<file path="config.mk">
export PLATFORM = sky130hd
export DESIGN_NAME = instr_sequencer
export DESIGN_NICKNAME = d
export VERILOG_FILES = /design/src/rtl/instr_sequencer.sv
export SDC_FILE = /design/constraint.sdc
export NUM_CORES = 1
export LEC_CHECK = 0
export ABC_AREA = 1
export CORE_ASPECT_RATIO = 1.2
export CORE_MARGIN = 2
export CORE_UTILIZATION = 31
export CTS_BUF_LIST = sky130_fd_sc_hd__clkbuf_8
export CTS_CLUSTER_DIAMETER = 60
export DETAILED_ROUTE_END_ITERATION = 8
export REMOVE_ABC_BUFFERS = 1
export SLEW_MARGIN = 25
export SYNTH_ARGS = -nofsm -noshare
export SYNTH_HDL_FRONTEND = slang
export SYNTH_SLANG_ARGS = --single-unit
export TNS_END_PERCENT = 100
</file>
<file path="constraint.sdc">
create_clock -name clk -period 3.9 [get_ports clk]
set_clock_uncertainty 0.15 [all_clocks]
set_input_delay 0.78 -clock clk [delete_from_list [all_inputs] [get_ports clk]]
set_output_delay 0.78 -clock clk [all_outputs]
set_load 0.01 [all_outputs]
</file>
<file path="src/rtl/instr_sequencer.sv">
// instr_sequencer: multi-cycle FETCH/DECODE/EXEC/MEM/WB control FSM with instruction register.
// Ports: clk/rstn (sync active-low); imemReq/imemValid/imemData fetch handshake; instr IR out;
// brTaken branch result; dmemReq/dmemWe/dmemValid data handshake; pcWrite/pcSel PC control;
// regWrite/wbSel register write-back; aluSrcA/aluSrcB operand muxes; state debug; fault flag.
module instr_sequencer #(
    parameter int TIMEOUT = 16
) (
    input  logic        clk,
    input  logic        rstn,
    output logic        imemReq,
    input  logic        imemValid,
    input  logic [31:0] imemData,
    output logic [31:0] instr,
    input  logic        brTaken,
    output logic        dmemReq,
    output logic        dmemWe,
    input  logic        dmemValid,
    output logic        pcWrite,
    output logic [1:0]  pcSel,
    output logic        regWrite,
    output logic [1:0]  wbSel,
    output logic        aluSrcA,
    output logic        aluSrcB,
    output logic [2:0]  state,
    output logic        fault
);
    localparam logic [2:0] S_FETCH  = 3'd0;
    localparam logic [2:0] S_DECODE = 3'd1;
    localparam logic [2:0] S_EXEC   = 3'd2;
    localparam logic [2:0] S_MEM    = 3'd3;
    localparam logic [2:0] S_WB     = 3'd4;
    localparam logic [2:0] S_FAULT  = 3'd5;
    localparam int CW = $clog2(TIMEOUT);

    logic [2:0]    next_state;
    logic [CW-1:0] cnt;
    logic          tmo;
    logic          c_r, c_i, c_ld, c_st, c_br, c_lui, c_auipc, c_jal, c_jalr, c_fence, legal;
    logic          in_ex, in_wb;

    assign c_r     = instr[6:0] == 7'b0110011;
    assign c_i     = instr[6:0] == 7'b0010011;
    assign c_ld    = instr[6:0] == 7'b0000011;
    assign c_st    = instr[6:0] == 7'b0100011;
    assign c_br    = instr[6:0] == 7'b1100011;
    assign c_lui   = instr[6:0] == 7'b0110111;
    assign c_auipc = instr[6:0] == 7'b0010111;
    assign c_jal   = instr[6:0] == 7'b1101111;
    assign c_jalr  = instr[6:0] == 7'b1100111;
    assign c_fence = instr[6:0] == 7'b0001111;
    assign legal   = c_r | c_i | c_ld | c_st | c_br | c_lui | c_auipc | c_jal | c_jalr | c_fence;
    assign tmo     = cnt == CW'(TIMEOUT - 1);

    always_comb begin
        next_state = S_FAULT;
        case (state)
            S_FETCH:  next_state = imemValid ? S_DECODE : (tmo ? S_FAULT : S_FETCH);
            S_DECODE: next_state = legal ? S_EXEC : S_FAULT;
            S_EXEC:   next_state = (c_br | c_fence) ? S_FETCH : ((c_ld | c_st) ? S_MEM : S_WB);
            S_MEM:    next_state = dmemValid ? (c_ld ? S_WB : S_FETCH) : (tmo ? S_FAULT : S_MEM);
            S_WB:     next_state = S_FETCH;
            default:  next_state = S_FAULT;
        endcase
    end

    // Every control output is masked while rstn is low so a reset aborts the cycle cleanly.
    always_comb begin
        in_ex    = rstn && state == S_EXEC;
        in_wb    = rstn && state == S_WB;
        imemReq  = rstn && state == S_FETCH;
        dmemReq  = rstn && state == S_MEM;
        dmemWe   = dmemReq && c_st;
        aluSrcA  = in_ex && (c_auipc | c_jal);
        aluSrcB  = in_ex && !(c_r | c_br);
        pcWrite  = (in_ex && (c_br | c_fence)) || (dmemWe && dmemValid) || in_wb;
        pcSel    = (in_ex && c_br && brTaken) || (in_wb && c_jal) ? 2'd1 : (in_wb && c_jalr ? 2'd2 : 2'd0);
        regWrite = in_wb && instr[11:7] != 5'd0;
        wbSel    = in_wb ? (c_ld ? 2'd1 : ((c_jal | c_jalr) ? 2'd2 : 2'd0)) : 2'd0;
        fault    = rstn && state == S_FAULT;
    end

    // The wait counter runs only while FETCH/MEM stall; any state change clears it.
    always_ff @(posedge clk) begin
        if (!rstn) begin
            state <= S_FETCH;
            instr <= 32'h0000_0013;
            cnt   <= '0;
        end else begin
            state <= next_state;
            if (state == S_FETCH && imemValid) instr <= imemData;
            cnt <= (next_state == state && (state == S_FETCH || state == S_MEM)) ? cnt + 1'b1 : '0;
        end
    end
endmodule

</file>
Word level (Yosys, flattened, before mapping)
Cells that the tools add are included.

Add/sub/neg operators: 1. Equality and inequality tests: 17. Muxes and demuxes: 14. Bitwise operators: 14. Reductions and logical operators: 25.

Operators with widths (number): $mux 3 (8); $eq 7x6->1 const B (3); $eq 7x7->1 const B (3); $logic_and 1x1->1 (17); $pmux 3 s5 (1); $eq 7x5->1 const B (2); $or 1x1->1 (14); $mux 2 (5); $eq 7x2->1 const B (1); $eq 7x4->1 const B (1); $eq 3x2->1 const B (2); $eq 3x3->1 const B (2); $reduce_bool 5->1 (1); $add 4x1->4 const B (1); $eq 4x4->1 const B (1); $logic_or 1x1->1 (4); $eq 3x1->1 const B (1); $eq 3x3->1 (1); $logic_not 3->1 (1); $reduce_and 2->1 (1); $logic_not 1->1 (1).

Flip-flop bits (word level): 39. Input bits: 37. Logic and storage cells: 74.

Depth between registers and ports, before layout
Depth in word-level cells: 15. Mapped depth: 13. Gate-level depth less buffers: 13.

Least setup slack after synthesis
Ideal clock, no wire load.

Path type: input to output. Start point: input port rstn. End point: output port pcWrite. Arrival: 1.654 ns. Data required time: 2.970 ns. Setup slack: 1.316 ns. Stages on the path: 6. Buffers on the path: 0. Cell sequence: inv_1 > nor2_1 > nand3_1 > nor3_1 > nand2_1 > nand2_1.

Word-level cells in the longest chain between the ends: 5. Elaborated cells on any way between the ends: 8. Classes of those cells: 8 x reduce/logical.

Ends and longest elaborated chain: start, declared (line 9) `input logic rstn,`; $logic_and 1x1->1 (line 71) `dmemReq = rstn && state == S_MEM;`; named net dmemReq (line 15) `output logic dmemReq,`; $logic_and 1x1->1 (line 72) `dmemWe = dmemReq && c_st;`; named net dmemWe (line 16) `output logic dmemWe,`; $logic_and 1x1->1 (line 75) `pcWrite = (in_ex && (c_br | c_fence)) || (dmemWe && dmemValid) || in_wb;`; $logic_or 1x1->1 (2 in series) (line 75); end, declared (line 18) `output logic pcWrite,`.

The timed path passes the listed nets, and every way through them passes these cells.

Final worst setup path
Start point: input port rstn. End point: output port pcSel[0].

Word-level cells in the longest chain between the ends: 5. Elaborated cells on any way between the ends: 7. Classes of those cells: 1 x mux; 6 x reduce/logical.

Ends and longest elaborated chain: $logic_and 1x1->1 (line 68) `in_ex = rstn && state == S_EXEC;`; $logic_and 1x1->1 (2 in series) (line 76) `pcSel = (in_ex && c_br && brTaken) || (in_wb && c_jal) ? 2'd1 : (in_wb && c_jalr ? 2'd2 : 2'd0);`; $logic_or 1x1->1 (*) (line 76); $mux 2 (*) (line 76); end, declared (line 19) `output logic [1:0] pcSel,`.

Mark *: on every way between the ends. The rest lies on a longest branch, timed or not.

==> reports/results.tsv <==
stage	metric	value	unit
worst_setup_path	crit_required	2.97	ns
detailed_routing	firstDrtPassIters	4	
finish	register_area	781	um2
detailed_routing	vias	1872	
floorplanning	io_pins	84	
worst_setup_path	crit_path_top_delay_cell	clkdlybuf4s50_1	
worst_setup_path	rr_endpoint	instr[4]	
clocking	ctsLongestPathBuffers	2	
detailed_routing	remaining_drc_errors	0	
worst_setup_path	cpLargestDelayFamily	buffers and inverters	
worst_setup_path	worstPathArrival	2.66	ns
worst_setup_path	cpPeakStageDelay	0.55	ns
worst_setup_path	cp_cell_sequence	clkdlybuf4s50_1, inv_1, nor3_1, inv_1, o22ai_1, clkdlybuf4s50_1	
logic_synthesis	syn-cell-area	1770	um2
detailed_routing	wirelength	4730	um
hold_path	hp-class	register to register	
timing	drv_slew	0	
floorplanning	die_x	72.9	um
timing	fmax	278	MHz
hold_path	hold_start	cnt[0]	
logic_synthesis	ys_ff_latch	39	
clocking	numCtsBuffers	5	
logic_synthesis	avgSynthCellArea	6.90	um2
finish	final_cells	405	
clocking	clkTransAtPathRegs	0.08	ns
worst_setup_path	crit_fanout	8	
detailed_routing	wl_per_cell	11.7	um
pwr	power.leakage	0.00110	uW
timing	hold_viol_final	0	
timing	fin_crit	3.59	ns
floorplanning	coreArea	5590	um2
timing	tightest_slew	0.419	ns
worst_setup_path	crit_path_end_kind	primary output	
detailed_routing	drt_iter0_markers	75	
timing	rsz0062_at_grt	false	
placement	place.gp.congestion	0.760	
placement	portBuffers	83	
detailed_routing	vias_per_cell	4.62	
finish	area_delta_synth_final	56.7	%
worst_setup_path	reg2reg_slack	1.85	ns
timing	worst_slack	0.306	ns
logic_synthesis	synth_cells	256	
finish	drive_gt1_share	8.50	%
finish	antennaDiodeCount	0	
placement	dpl_worst_slack	0.259	ns
worst_setup_path	r2r_start	state[2]	
global_routing	grt_antenna_before_repair	0	
timing	finalSetupTns	0	ns
worst_setup_path	startpoint_type	input port	
job	maxCapViolations	0	
timing	maxSlewHeadroom	71.8	%
pwr	finalPower	1330	uW
finish	fillers	578	
global_routing	overflow	0	
clocking	postCtsSetupBuffers	0	
placement	dp_cells	397	
global_routing	grt_pass1_vias	1738	
global_routing	grt_max_degree	41	
timing	setup_viol	0	
logic_synthesis	synth_warnings	0	
floorplanning	start_util	31.6	%
floorplanning	rows	30	
hold_path	min_to	cnt[0]	
clocking	cts_tree	done	
worst_setup_path	worstSetupPathType	input port to primary output	
worst_setup_path	path_buf_inv	4	
worst_setup_path	rr_worst_depth	7	
timing	period_share	92.1	%
finish	layout.nets	378	
floorplanning	die_y	86.7	um
clocking	clock_latency	0.29	ns
worst_setup_path	cp.depth	6	
placement	place_hpwl	3520	um
clocking	cts_hold_buf	0	
clocking	cts_resized	0	
global_routing	grt_usage	15.9	%
clocking	cts-root-buf	clkbuf_8	
logic_synthesis	yosysSeqAreaShare	44.2	%
detailed_routing	ant_nets	0	
outcome	status	finished clean	
global_routing	grt_pass1_wl	7990	um
timing	whs	0.304	ns
floorplanning	dieArea	6320	um2
logic_synthesis	synth.distinct_cells	24	
clocking	clock-sinks	39	
finish	multiInputGateArea	853	um2
hold_path	hold_depth	1	
pwr	powerDensity	481	nW/um2
clocking	htreeDepth	2	
pwr	vdd_drop_max	0.000203	V
## synthesized netlist by cell type
cell	count	share of area (%)
nand4_1	3	1.1
inv_1	20	4.2
nand2_2	6	2.1
o21ai_0	9	2.5
a21oi_1	37	10
nor3_1	5	1.4
buf_2	4	1.1
nor2_1	24	5.1
buf_1	1	0.21
nor2_2	4	1.4
ha_1	1	0.71
clkinv_1	1	0.21
clkbuf_1	5	1.1
nand3_2	3	1.7
o22ai_1	2	0.71
dfxtp_1	39	44
nand2_1	74	16
xnor2_1	1	0.50
nand3b_1	1	0.43
o211ai_1	1	0.43
xor2_1	1	0.50
nand3_1	10	2.8
nor2_4	1	0.64
inv_2	3	0.64
## per-stage QoR
| stage | utilization [%] | instance area [um2] |
|---|---|---|
| floorplan | - | 1720 |
| global placement | 47.7 | 2670 |
| detailed placement | 47.7 | 2670 |
| CTS | 49.5 | 2770 |
| global route | 49.5 | 2770 |
| finish | 49.5 | 2770 |
## report_power, final
group	leakage (uW)	switching, uW	internal (uW)
registers	0.000321	53.5	468
clock network	0.0000505	142	161
logic	0.000725	270	239
## registers in the layout (all words and copies together), names as in the netlist
signal,flops
instr,32
cnt,4
state,3
## area by class of cell
class / instances / share of cell area [%]
clock inverters: 1 / 0.271
flip-flops and latches: 39 / 28.2
inverters: 24 / 3.25
multi-input cells: 183 / 30.8
well taps: 64 / 2.89
clock buffers: 7 / 3.48
repair buffers: 87 / 31.1
## cells in the final DEF, fill, tap and decap left out, types with 2 or more instances in the layout
| master | count |
|---|---|
| a21oi_1 | 37 |
| buf_4 | 4 |
| clkbuf_8 | 7 |
| clkdlybuf4s50_1 | 83 |
| dfxtp_1 | 39 |
| inv_1 | 20 |
| inv_2 | 3 |
| nand2_1 | 74 |
| nand2_2 | 6 |
| nand3_1 | 10 |
| nand3_2 | 3 |
| nand4_1 | 3 |
| nor2_1 | 24 |
| nor2_2 | 4 |
| nor3_1 | 5 |
| o21ai_0 | 9 |
| o22ai_1 | 2 |
## layer usage
metal	track usage (%)	vias to the layer above	wire length (um)
li1	-	987	-
met1	19.8	826	2130
met2	26.0	53	2240
met3	4.30	6	300
met4	6.06	0	55
met5	0	-	0
## logic make-up (layout without fill, tap and decap cells)
kind of cell             count (synthesis)  after routing  synth area share (%)
AO/OA/AOI/OAI                           49             49                  14.2
XOR/XNOR                                 2              2                 0.992
adder cells (fa/ha/maj)                  1              1                 0.708
buffers and inverters                   34            119                  7.51
flip-flops                              39             39                  44.2
AND/OR/NAND/NOR                        131            131                  32.4
## worst max-delay path by stage
stage / start / to / slack, ns
6_report: rstn / pcSel[0] / 0.31
5_1_grt: rstn / pcSel[0] / 0.16
4_1_cts: rstn / pcSel[0] / 0.27
3_5_place_dp: rstn / pcSel[0] / 0.26
3_3_place_gp: rstn / pcSel[0] / 0.32
2_1_floorplan: rstn / pcWrite / 1.02
No activity file was read; power rests on OpenSTA's default activity.
==> RTL change 1 (same settings) <==
Add an input register stage for `imemValid`, `imemData`, `brTaken` and `dmemValid`; this delays them by one clock.
--- a/src/rtl/instr_sequencer.sv
+++ b/src/rtl/instr_sequencer.sv
@@ -33,4 +33,16 @@
     localparam int CW = $clog2(TIMEOUT);
 
+    logic imemValid_q;
+    logic [31:0] imemData_q;
+    logic brTaken_q;
+    logic dmemValid_q;
+
+    always_ff @(posedge clk) begin
+        imemValid_q <= imemValid;
+        imemData_q  <= imemData;
+        brTaken_q   <= brTaken;
+        dmemValid_q <= dmemValid;
+    end
+
     logic [2:0]    next_state;
     logic [CW-1:0] cnt;
@@ -55,8 +67,8 @@
         next_state = S_FAULT;
         case (state)
-            S_FETCH:  next_state = imemValid ? S_DECODE : (tmo ? S_FAULT : S_FETCH);
+            S_FETCH:  next_state = imemValid_q ? S_DECODE : (tmo ? S_FAULT : S_FETCH);
             S_DECODE: next_state = legal ? S_EXEC : S_FAULT;
             S_EXEC:   next_state = (c_br | c_fence) ? S_FETCH : ((c_ld | c_st) ? S_MEM : S_WB);
-            S_MEM:    next_state = dmemValid ? (c_ld ? S_WB : S_FETCH) : (tmo ? S_FAULT : S_MEM);
+            S_MEM:    next_state = dmemValid_q ? (c_ld ? S_WB : S_FETCH) : (tmo ? S_FAULT : S_MEM);
             S_WB:     next_state = S_FETCH;
             default:  next_state = S_FAULT;
@@ -73,6 +85,6 @@
         aluSrcA  = in_ex && (c_auipc | c_jal);
         aluSrcB  = in_ex && !(c_r | c_br);
-        pcWrite  = (in_ex && (c_br | c_fence)) || (dmemWe && dmemValid) || in_wb;
-        pcSel    = (in_ex && c_br && brTaken) || (in_wb && c_jal) ? 2'd1 : (in_wb && c_jalr ? 2'd2 : 2'd0);
+        pcWrite  = (in_ex && (c_br | c_fence)) || (dmemWe && dmemValid_q) || in_wb;
+        pcSel    = (in_ex && c_br && brTaken_q) || (in_wb && c_jal) ? 2'd1 : (in_wb && c_jalr ? 2'd2 : 2'd0);
         regWrite = in_wb && instr[11:7] != 5'd0;
         wbSel    = in_wb ? (c_ld ? 2'd1 : ((c_jal | c_jalr) ? 2'd2 : 2'd0)) : 2'd0;
@@ -88,5 +100,5 @@
         end else begin
             state <= next_state;
-            if (state == S_FETCH && imemValid) instr <= imemData;
+            if (state == S_FETCH && imemValid_q) instr <= imemData_q;
             cnt <= (next_state == state && (state == S_FETCH || state == S_MEM)) ? cnt + 1'b1 : '0;
         end
Check against the original RTL: not equivalent (a bounded check fails within 4 cycles, from zero or initial values and one cycle with rstn low).
==> RTL change 1 against the unedited design <==
- sequential cell count up 35
- final area rose by 33%
- synthesized area is 44% higher
- final cell count rose by 19%
- hold slack worse by 0.012 ns
- sequential power rose by 75%
- wire length rose by 20%
- combinational power up 7.5%
- power grew 57%
- worst setup slack improved by 0.13 ns
- critical endpoint is now wbSel[0]
==> RTL change 1: results <==
drt:
  wl_per_cell_um: 11.76
  vias: 2136
  wl_met2_um: 2750
  wl_met3_um: 307
  first_iter_violations: 46
  met1_length_um: 2533
min_path:
  min_path_type: "reg -> reg"
  holdPathEnd: "instr[0]"
  hp-start: "imemData_q[0]"
  holdPathStages: 2
grt:
  grt_use_met3_pct: 4.127
  grt_use_total_pct: 13.05
  grt_pass1_wl_um: 9073
  grt_util_met2_pct: 23.02
  met1_usage_pct: 14.41
  grt_max_degree: 42
  antenna_found_initial: 0
yosys:
  synth_xor_area_share_pct: 0.6886
  synthAdderAreaFrac_pct: 0.4919
  synth_compound_area_share_pct: 9.887
  yosys.cell_types.count: 28
  postSynth.asyncResetShare_pct: 0
  synth_top_cells_by_count: "dfxtp_1, nand2_1, a21oi_1"
  synth.area.top_cells: "dfxtp_1, nand2_1, a21oi_1"
  synth-seq-area-share_pct: 58.24
clock_tree:
  clockBufferDepth: 2
  htreeDepth: 3
  cts_made_buffers: 9
  postCtsSetupBuffers: 0
  clk_latency_ns: 0.33
place:
  place_ws_ns: 0.4308
  place_congestion: 0.8813
  dp.final_hpwl_um: 4018
power:
  seqPwrFrac_pct: 43.4
  p_leak_nw: 1.487
  p_comb_w: 0.000547
  swShare_pct: 30.27
  peakVddDrop_v: 0.0003648
setup_path:
  worst_path_largest_cell_delay_ns: 0.58
  r2r_end: "instr[17]"
  r2r_setup_slack_ns: 1.70
  r2r_start: "state[0]"
  cp_max_fo: 4
  cpMaxStageDelayCell: "clkdlybuf4s50_1"
  critPathArrivalTime_ns: 2.53
sta:
  max_slew_margin_pct: 46.60
finish:
  nets: 421
  num-fill-cells: 800
  largestRegisters: "imemData_q (32), instr (32), cnt (4)"
  layout-drive-gt1-share_pct: 12.40
run_status:
  outcome: "finished, final reports clean"
## RTL change 1: cell count changes after synthesis, sizes merged, moves of 2 or more
cell   before  now
and3        0    2
dfxtp      39   74
nor2       29   26
nand2      80   82
nor3        5    8
inv        23   26
## RTL change 1: metrics by stage
stage | util, % | cells | instance area, µm² | total power [W] | hold slack (ns)
after detailed placement | 43.00 | 467 | 3467 | 0.001480 | 0.2758
final | 45.69 | 482 | 3684 | 0.002094 | 0.2927
after CTS | 45.69 | 482 | 3684 | 0.002119 | 0.2943
after floorplan | - | 286 | 2495 | 0.001220 | 0.2561
after global routing | 45.69 | 482 | 3684 | 0.002218 | 0.3114
after global placement | 43.00 | 467 | 3467 | 0.001474 | 0.2613
## RTL change 1: worst max path at each step
stage	from	to	slack (ns)
after global placement	rstn	wbSel[0]	0.49
after global routing	rstn	pcWrite	0.33
after CTS	rstn	wbSel[0]	0.42
after floorplan	rstn	pcWrite	1.03
after detailed placement	rstn	wbSel[0]	0.43
final	rstn	wbSel[0]	0.44
## RTL change 1: worst reg2reg max path, delay by kind of cell (launching register included)
| family | cells | cell delay (ns) |
|---|---|---|
| AOI/OAI and AO/OA | 1 | 0.16 |
| and+or+nand+nor | 4 | 0.65 |
| DFF | 1 | 0.39 |
| buffers and inverters | 2 | 0.79 |
## RTL change 1: layout make-up
cell class / count / area (µm²) / share of cell area (%)
clock inverter: 5 / 78.83 / 2.140
clock buffer: 10 / 137.6 / 3.736
inverter: 26 / 97.59 / 2.649
timing repair buffer: 86 / 853.3 / 23.17
tap: 95 / 118.9 / 3.227
sequential: 74 / 1481 / 40.22
multi-input combinational: 186 / 915.9 / 24.86
==> RTL change 2 (config.mk and constraints unchanged) <==
Without the edit above. `TIMEOUT`: 16 -> 32.
--- a/src/rtl/instr_sequencer.sv
+++ b/src/rtl/instr_sequencer.sv
@@ -4,5 +4,5 @@
 // regWrite/wbSel register write-back; aluSrcA/aluSrcB operand muxes; state debug; fault flag.
 module instr_sequencer #(
-    parameter int TIMEOUT = 16
+    parameter int TIMEOUT = 32
 ) (
     input  logic        clk,
Formal check against the unedited RTL: same outputs for any inputs over 10 cycles, from zero or initial values and one cycle with rstn low; that may be too few to reach the edited logic, so the function may still have changed.
==> RTL change 2 against the unedited design <==
- die area rose by 4.4%
- worst setup slack improved by 0.055 ns
- synthesized area rose by 4.7%
- power rose by 6.2%
- sequential cell count rose by 1
- final cell count rose by 3.5%
- synthesized cell count fell by 0.39%
- final area rose by 2.4%
- largest power group is now combinational cells
- wire length rose by 5.0%
- register-to-register slack improved by 0.04 ns
- clock power fell by 14%
==> RTL change 2: results <==
grt:
  grt_use_total_pct: 16.08
  grt_pass1_vias: 1837
  grt_pass1_wl_um: 8238
  grt_max_degree: 40
place:
  place_congestion: 0.8479
  dp.final_hpwl_um: 3640
  portBuffers: 83
setup_path:
  r2r_cells: 11
  critPathLaunch: "rstn"
  endpoint: "pcWrite"
  critPathArrivalTime_ns: 2.61
  r2r_end: "cnt[3]"
  r2r_setup_slack_ns: 1.89
  cp_top_family: "buffers and inverters"
  r2r_start: "cnt[0]"
  worst_path_largest_cell_delay_ns: 0.52
  cp_max_fo: 8
finish:
  largestRegisters: "instr (32), cnt (5), state (3)"
  num-fill-cells: 613
  layout-drive-gt1-share_pct: 11.80
  antenna_cells: 0
yosys:
  synth.area.top_cells: "dfxtp_1, nor2_1, o21ai_0"
  synth_top_cells_by_count: "nor2_1, dfxtp_1, o21ai_0"
  yosys_warnings: 0
  synth-seq-area-share_pct: 43.30
  yosys.cell_types.count: 30
power:
  peakVddDrop_v: 0.0002973
  p_leak_nw: 1.152
  intPower_w: 0.0008954
sta:
  max_slew_margin_pct: 58.95
clock_tree:
  ctsResizeCount: 0
  cts.reportedPaths.clkPinSlew_ns: 0.08
  cts-root-buf: "clkbuf_8"
  clk_latency_ns: 0.28
drt:
  viasPerCell: 4.508
  wl_per_cell_um: 11.85
  first_iter_violations: 80
run_status:
  outcome: "finished, final reports clean"
min_path:
  min_path_type: "reg -> reg"
==> RTL change 2: power groups by stage <==
stage                     clock, W  combinational, W  sequential [W]
after CTS                 0.000273          0.000603        0.000562
after detailed placement         0          0.000600        0.000568
final                     0.000262          0.000593        0.000560
after floorplan                  0          0.000273        0.000600
after global routing      0.000292          0.000660        0.000574
after global placement           0          0.000599        0.000568
==> RTL change 2: final cells by class <==
| type | instances | area [µm²] | area share [%] |
|---|---|---|---|
| well taps | 80 | 100.1 | 3.530 |
| repair buffers | 86 | 853.3 | 30.10 |
| multi-input cells | 180 | 902.1 | 31.82 |
| clock inverters | 2 | 12.51 | 0.4413 |
| flip-flops and latches | 40 | 800.8 | 28.24 |
| clock buffers | 5 | 68.82 | 2.427 |
| inverters | 26 | 97.59 | 3.442 |
==> RTL change 2: metrics by stage <==
step           setup WS, ns  std cells  cell area [µm²]  hold WS [ns]  total power (W)
2_1_floorplan         1.284        246             1800        0.2675        0.0008731
3_3_place_gp         0.3983        412             2754        0.2836         0.001167
3_5_place_dp         0.3626        412             2754        0.2933         0.001168
4_1_cts              0.3581        419             2835        0.3072         0.001437
5_1_grt              0.2147        419             2835        0.3518         0.001526
6_report             0.3613        419             2835        0.3031         0.001415
==> RTL change 2: routing by layer <==
| layer | GRT usage [%] | routed length (µm) |
|---|---|---|
| met1 | 19.87 | 2269 |
| met2 | 25.99 | 2254 |
| met3 | 5.581 | 377 |
| met4 | 5.519 | 65 |
| met5 | 0 | 0 |
==> RTL change 2: worst min-delay path by stage <==
| stage | depth (start not counted) | slack (ns) | end | from |
|---|---|---|---|---|
| after floorplan | 1 | 0.27 | cnt[0] | cnt[0] |
| after global placement | 1 | 0.28 | cnt[0] | cnt[0] |
| after detailed placement | 1 | 0.29 | cnt[0] | cnt[0] |
| after CTS | 1 | 0.31 | cnt[0] | cnt[0] |
| after global routing | 1 | 0.35 | cnt[0] | cnt[0] |
| final | 1 | 0.30 | cnt[0] | cnt[0] |
==> RTL change 2: kinds of logic after synthesis <==
| family | count (synthesis) | share of synthesized area (%) |
|---|---|---|
| AOI/OAI and AO/OA | 51 | 14.34 |
| DFF | 40 | 43.30 |
| adders and majority gates | 2 | 1.353 |
| xor gates and xnor gates | 2 | 0.9474 |
| buffers and inverters | 35 | 7.916 |
| and+or+nand+nor | 125 | 32.14 |
